[config.mk]
export PLATFORM = sky130hd
export DESIGN_NAME = instr_fetch_unit
export DESIGN_NICKNAME = d
export VERILOG_FILES = /design/src/rtl/fetch_pkg.sv /design/src/rtl/fetch_fifo.sv /design/src/rtl/instr_fetch_unit.sv
export SDC_FILE = /design/constraint.sdc
export NUM_CORES = 1
export LEC_CHECK = 0
export ABC_AREA = 1
export CAP_MARGIN = 10
export CORE_UTILIZATION = 55
export DETAILED_ROUTE_END_ITERATION = 6
export GPL_ROUTABILITY_DRIVEN = 1
export MAX_ROUTING_LAYER = met4
export PLACE_DENSITY = 0.86
export SYNTH_ARGS = -nofsm -noshare
export SYNTH_HDL_FRONTEND = slang
export SYNTH_SLANG_ARGS = --single-unit
[constraint.sdc]
create_clock -name clk -period 9.1 [get_ports clk]
set_input_delay 1.82 -clock clk [delete_from_list [all_inputs] [get_ports clk]]
set_output_delay 1.82 -clock clk [all_outputs]
set_load 0.01 [all_outputs]
[src/rtl/fetch_pkg.sv]
// Shared fetch-stage constants and the buffered fetch entry layout.
package fetch_pkg;

    localparam int unsigned XLEN        = 32;
    localparam logic [31:0] TEXT_BASE   = 32'h0040_0000;
    localparam int unsigned INSTR_BYTES = 4;

    // One buffered fetch result: instruction address and the word read there.
    typedef struct packed {
        logic [XLEN-1:0] pc;
        logic [XLEN-1:0] instr;
    } fetch_entry_t;

endpackage

[src/rtl/fetch_fifo.sv]
// Synchronous FIFO with flush; pointers carry an extra wrap bit for full/empty.
module fetch_fifo #(
    parameter int unsigned WIDTH = 64,
    parameter int unsigned DEPTH = 2
) (
    input  logic             clk,
    input  logic             rst,
    input  logic             flush_i,
    input  logic             push_i,
    input  logic [WIDTH-1:0] wdata_i,
    input  logic             pop_i,
    output logic [WIDTH-1:0] rdata_o,
    output logic             full_o,
    output logic             empty_o
);

    localparam int unsigned AW = $clog2(DEPTH);

    logic [AW:0]      wr_ptr_q, wr_ptr_d;
    logic [AW:0]      rd_ptr_q, rd_ptr_d;
    logic [WIDTH-1:0] mem_q [DEPTH];
    logic             do_push;
    logic             do_pop;

    assign empty_o = (wr_ptr_q == rd_ptr_q);
    assign full_o  = (wr_ptr_q[AW] != rd_ptr_q[AW]) &&
                     (wr_ptr_q[AW-1:0] == rd_ptr_q[AW-1:0]);
    assign rdata_o = mem_q[rd_ptr_q[AW-1:0]];

    // Pointer next-state; flush wins over any push or pop.
    always_comb begin
        do_pop   = pop_i & ~empty_o;
        do_push  = push_i & (~full_o | do_pop);
        wr_ptr_d = wr_ptr_q;
        rd_ptr_d = rd_ptr_q;
        if (flush_i) begin
            wr_ptr_d = '0;
            rd_ptr_d = '0;
        end else begin
            if (do_push) wr_ptr_d = wr_ptr_q + (AW+1)'(1);
            if (do_pop)  rd_ptr_d = rd_ptr_q + (AW+1)'(1);
        end
    end

    // Pointer registers.
    always_ff @(posedge clk) begin
        if (rst) begin
            wr_ptr_q <= '0;
            rd_ptr_q <= '0;
        end else begin
            wr_ptr_q <= wr_ptr_d;
            rd_ptr_q <= rd_ptr_d;
        end
    end

    // Storage; cleared on reset so the head reads zero out of reset.
    always_ff @(posedge clk) begin
        if (rst) begin
            for (int i = 0; i < DEPTH; i++) mem_q[i] <= '0;
        end else if (do_push && !flush_i) begin
            mem_q[wr_ptr_q[AW-1:0]] <= wdata_i;
        end
    end

endmodule

[src/rtl/instr_fetch_unit.sv]
// Fetch stage: PC, ROM addressing, range/alignment fault and decode buffer.
module instr_fetch_unit
    import fetch_pkg::*;
#(
    parameter int unsigned          DATA_WIDTH = 32,
    parameter logic [DATA_WIDTH-1:0] RESET_PC  = DATA_WIDTH'(TEXT_BASE),
    parameter int unsigned          MEM_WORDS  = 1024,
    parameter int unsigned          FIFO_DEPTH = 2
) (
    input  logic                  clk,
    input  logic                  rst,
    input  logic                  redirect_valid,
    input  logic [DATA_WIDTH-1:0] redirect_pc,
    input  logic                  halt,
    output logic [DATA_WIDTH-1:0] imem_addr,
    input  logic [DATA_WIDTH-1:0] imem_rd,
    output logic                  dec_valid,
    input  logic                  dec_ready,
    output logic [DATA_WIDTH-1:0] dec_instr,
    output logic [DATA_WIDTH-1:0] dec_pc,
    output logic                  fault,
    output logic [DATA_WIDTH-1:0] fault_pc,
    output logic [DATA_WIDTH-1:0] retire_count
);

    // One past the last legal byte address, widened so the sum cannot wrap.
    localparam logic [DATA_WIDTH:0] PC_END =
        (DATA_WIDTH+1)'(RESET_PC) + (DATA_WIDTH+1)'(MEM_WORDS * INSTR_BYTES);

    logic [DATA_WIDTH-1:0] pc_q, pc_d;
    logic                  fault_q, fault_d;
    logic [DATA_WIDTH-1:0] fault_pc_q, fault_pc_d;
    logic [DATA_WIDTH-1:0] retire_q, retire_d;

    logic         pc_bad;
    logic         fetch_en;
    logic         push;
    logic         pop;
    logic         fifo_full;
    logic         fifo_empty;
    fetch_entry_t wr_entry;
    fetch_entry_t rd_entry;

    assign imem_addr    = pc_q;
    assign dec_valid    = ~fifo_empty;
    assign dec_pc       = rd_entry.pc;
    assign dec_instr    = rd_entry.instr;
    assign fault        = fault_q;
    assign fault_pc     = fault_pc_q;
    assign retire_count = retire_q;

    assign wr_entry.pc    = pc_q;
    assign wr_entry.instr = imem_rd;

    // Misaligned, below the text base, or past the end of the ROM.
    assign pc_bad = (pc_q[1:0] != 2'b00) ||
                    (pc_q < RESET_PC) ||
                    ({1'b0, pc_q} >= PC_END);

    assign fetch_en = ~redirect_valid & ~halt & ~fault_q;
    assign pop      = dec_valid & dec_ready;
    assign push     = fetch_en & ~pc_bad & (~fifo_full | pop);

    fetch_fifo #(
        .WIDTH (($bits(fetch_entry_t))),
        .DEPTH (FIFO_DEPTH)
    ) u_fifo (
        .clk     (clk),
        .rst     (rst),
        .flush_i (redirect_valid),
        .push_i  (push),
        .wdata_i (wr_entry),
        .pop_i   (pop & ~redirect_valid),
        .rdata_o (rd_entry),
        .full_o  (fifo_full),
        .empty_o (fifo_empty)
    );

    // Next PC, fault capture and retire counting; redirect discards the pop.
    always_comb begin
        pc_d       = pc_q;
        fault_d    = fault_q;
        fault_pc_d = fault_pc_q;
        retire_d   = retire_q;

        if (redirect_valid) begin
            pc_d = redirect_pc;
        end else begin
            if (push) pc_d = pc_q + DATA_WIDTH'(INSTR_BYTES);
            if (pop)  retire_d = retire_q + DATA_WIDTH'(1);
        end

        if (fetch_en && pc_bad) begin
            fault_d    = 1'b1;
            fault_pc_d = pc_q;
        end
    end

    // Fetch state registers.
    always_ff @(posedge clk) begin
        if (rst) begin
            pc_q       <= RESET_PC;
            fault_q    <= 1'b0;
            fault_pc_q <= '0;
            retire_q   <= '0;
        end else begin
            pc_q       <= pc_d;
            fault_q    <= fault_d;
            fault_pc_q <= fault_pc_d;
            retire_q   <= retire_d;
        end
    end

endmodule

==> impl_summary.log <==
INFO  metric violated_checks = design-rule violations
INFO  metric io-pin-count = 231
INFO  metric grt_first_pass_wirelength = 40.7 mm
INFO  metric timing.hold.worst.start = fault_pc[13]$_SDFFE_PP0P_
INFO  metric simple_logic_cell_fraction_of_the_synthesized_area = 21.5%
INFO  metric critical_path.endpoint_type = flip-flop
INFO  metric initial_antenna_violation_count = 1
INFO  metric clock_skew = 0.00999 ns
INFO  metric power_density = 172 nW/µm²
INFO  metric portBuffers = 230
INFO  metric avgSynthCellArea = 9.24 µm²
INFO  metric timing.hold.worst_endpoint = fault_pc[13]$_SDFFE_PP0P_
INFO  metric ys.flop_type = edfxtp_1
INFO  metric crit_type = in -> reg
INFO  metric layout-area-overhead-vs-synth = 32.1%
INFO  metric post_detailed_route_count_of_antenna_violating_nets = 0
INFO  metric finalHoldViolCount = 0
INFO  metric drc_errors = 28
INFO  metric synth_sequential_area_ratio = 57.8%
INFO  metric clock_tree_from_tritoncts = built
INFO  metric critical_path.startpoint_type = input pin
INFO  metric ctsHtreeMaxLevel = 1
INFO  metric layout-drive-gt1-share = 8.93%
INFO  metric floorplan.die.width = 138 µm
INFO  metric grtUsageTotal = 27.5%
INFO  metric cts_made_buffers = 24
INFO  metric hp-class = reg -> reg
INFO  metric dr_iter_0_viols = 714
INFO  metric synthMostInstantiatedCell = nor2_1
INFO  metric xor_xnor_portion_of_the_synthesized_cell_area = 1.29%
INFO  metric reg2regPathDepth = 11
INFO  metric dp_hpwl = 17.0 mm
INFO  metric globalplace.congestion = 0.929
INFO  metric synth_enable_flop_cells = 128
INFO  metric placeableCoreArea = 18100 µm²
INFO  metric ys_ff_latch = 230
INFO  metric cts_post_setup_buffers_inserted = 0
INFO  metric cts_root_buffer = clkbuf_16
INFO  metric clock_power_share = 39.9%
INFO  metric pin_count_of_the_biggest_net_entering_global_routing = 65
INFO  metric crit_fanout = 64
INFO  metric drtPass1Iterations = 7
INFO  metric synthesis.area = 10200 µm²
INFO  metric rsz_0062_raised_after_global_routing = no
INFO  metric ctsLongestPathBuffers = 3
INFO  metric ys_top_cells_by_count = nor2_1 (255), nand2_1 (224), edfxtp_1 (128), dfxtp_1 (102), inv_1 (86)
INFO  metric clk_transition_reported_paths = 0.06 ns
INFO  metric totalNegativeSetupSlack = 0 ns
INFO  metric result_of_the_run = finished, violations left
INFO  metric design.final.nets = 1432
INFO  metric r2r-end = u_fifo.mem_q[0][0]$_SDFFCE_PN0P_
INFO  metric synth-compound-area-share = 5.96%
INFO  metric worstReg2RegStart = imem_addr[22]$_SDFFE_PP1P_
INFO  metric cap_violations = 0
INFO  metric post_cts.resized_instances = 0
INFO  metric share_seq_of_total_power = 50.5%
INFO  metric overflow = 0
INFO  metric final.period_utilization = 53.1%
INFO  metric timing.final.crit_period = 4.83 ns
INFO  metric cellInternalPower = 1.78 mW
INFO  metric worst_hold_path_depth = 2
INFO  metric placed_area = 12700 µm²
INFO  metric synth_cell_types = 36
INFO  metric post_synth_mux_area_share = 7.07%
INFO  metric number_of_global_route_vias_before_repair = 7982
INFO  metric vias = 8367
INFO  metric max_slew.worst_pin.slew = 0.851 ns
INFO  metric chipHeight = 138 µm
INFO  metric power.switching = 0.529 mW
INFO  metric source_to_sink_clock_delay_at_the_later_pin_of_the_worst_skew_pair = 0.52 ns
INFO  metric maxSlewHeadroom = 43.3%
INFO  metric setup_violations = 0
INFO  metric swShare = 22.9%
INFO  metric design_area = 13500 µm²
INFO  metric fp-row-count = 49
INFO  metric holdBufCountCts = 0
INFO  metric synth_top_area_share = 37.7%
INFO  metric synth.top_cells.by_area = edfxtp_1 (38%), dfxtp_1 (20%), nor2_1 (9.4%)
INFO  metric worstPathArrival = 4.98 ns
INFO  metric maximum_resistive_drop_on_vdd = 141 µV
INFO  metric p_leak = 5.27 nW
INFO  metric fmaxAchievable = 207 MHz
INFO  metric routed_via_density = 5.20
INFO  metric clock-sinks = 230
INFO  metric post_synth_fa_ha_maj_area_fraction = 0.368%
INFO  metric floorplan_die_area = 19100 µm²
INFO  metric synth_top_cell_by_area = edfxtp_1
INFO  metric yosys_warnings = 0
INFO  metric setup.worst_path.start = redirect_valid
INFO  metric power.share.combinational = 9.6%
INFO  metric postSynth.asyncResetShare = 0%
INFO  metric main_combinational_cell_family_by_area_after_synthesis = simple AND/OR/NAND/NOR gates
INFO  metric postSynthCellCount = 1103
INFO  metric totalWireLength = 25.5 mm
INFO  metric critPathRequiredTime = 9.24 ns
INFO  metric start_util = 56.3%
INFO  metric timing.reg2reg.setup_slack = 5.71 ns
INFO  metric slew_violations = 0
INFO  metric drt-wirelength-per-cell = 15.8 µm
==> power groups by stage <==
stage | registers, mW | logic [mW] | clock network [mW]
after floorplan | 1.19 | 0.0897 | 0
after global placement | 1.19 | 0.216 | 0
after detailed placement | 1.19 | 0.219 | 0
after CTS | 1.17 | 0.221 | 0.937
after global routing | 1.17 | 0.240 | 0.982
final | 1.17 | 0.222 | 0.923
==> stage by stage <==
step | setup slack (ns) | util, % | power [mW] | hold WS (ns) | instances
floorplan | 4.56 | - | 1.28 | 0.459 | 1144
global route | 4.00 | 74.4 | 2.40 | 0.506 | 1608
finish | 4.27 | 74.4 | 2.31 | 0.488 | 1608
detailed placement | 3.77 | 70.3 | 1.41 | 0.477 | 1563
CTS | 4.30 | 74.4 | 2.33 | 0.492 | 1607
global placement | 3.86 | 70.3 | 1.40 | 0.464 | 1563
==> kinds of logic (layout without fill, tap and decap cells) <==
group,after synthesis,count (layout)
adder cells (fa/ha/maj),3,3
other,1,43
AO/OA/AOI/OAI,115,115
flip-flops,230,230
multiplexers,64,64
XOR/XNOR,15,15
buffers and inverters,136,370
AND/OR/NAND/NOR,539,539
==> placed cells by master (no fill, tap or decap), types with 3 or more instances in the layout <==
cell type,count
nand3b_1,15
conb_1,42
o211ai_1,7
clkdlybuf4s50_1,229
clkbuf_16,24
a21oi_1,59
nand4_1,6
dfxtp_1,101
xor2_1,11
clkinv_2,8
nand2_1,222
o21ai_0,43
buf_4,8
mux2_2,64
edfxtp_1,128
ha_1,3
nand2_2,4
xnor2_1,4
nor2_1,255
inv_1,86
nand3_1,24
clkbuf_1,8
nor3_1,5
==> critical path, stage by stage <==
cell             delay, ns
clkdlybuf4s50_1       0.40
buf_4                 0.25
nor3_2                0.31
nand3_2               0.54
clkinv_2              0.28
nand3_4               0.45
nand2_2               0.19
buf_4                 0.69
==> flip-flops by register name (all words and copies together), names as in the netlist, named ones only <==
signal,cells
imem_addr,32
fault,1
fault_pc,32
u_fifo.mem_q,128
retire_count,32
u_fifo.rd_ptr_q,2
u_fifo.wr_ptr_q,2
==> how the worst max path moves through the flow <==
stage	to	cells after the start	slack, ns
3_3_place_gp	u_fifo.mem_q[0][20]$_SDFFCE_PN0P_	8	3.86
6_report	u_fifo.mem_q[0][0]$_SDFFCE_PN0P_	8	4.27
2_1_floorplan	u_fifo.mem_q[0][0]$_SDFFCE_PN0P_	7	4.56
5_1_grt	u_fifo.mem_q[0][10]$_SDFFCE_PN0P_	8	4.00
3_5_place_dp	u_fifo.mem_q[0][22]$_SDFFCE_PN0P_	8	3.77
4_1_cts	u_fifo.mem_q[0][35]$_SDFFCE_PN0P_	8	4.30
==> cell type report <==
type / instances / area, µm²
sequential: 230 / 5890
multi-input combinational: 778 / 3850
fill: 1192 / 4630
tap: 229 / 287
antenna: 1 / 2.50
inverter: 88 / 332
clock inverter: 11 / 97.6
clock buffer: 33 / 644
timing repair buffer: 238 / 2360
==> layer usage <==
metal / global-route usage (%) / vias to the layer above / wire [µm] / part of all wire [%]
met2: 45.2 / 348 / 12400 / 49
met4: 8.52 / 0 / 685 / 2.7
met3: 5.44 / 54 / 2140 / 8.4
met1: 34.3 / 3889 / 10200 / 40
met5: - / - / 0 / 0
li1: - / 4076 / - / -
Power figures use the tool's default switching activity.
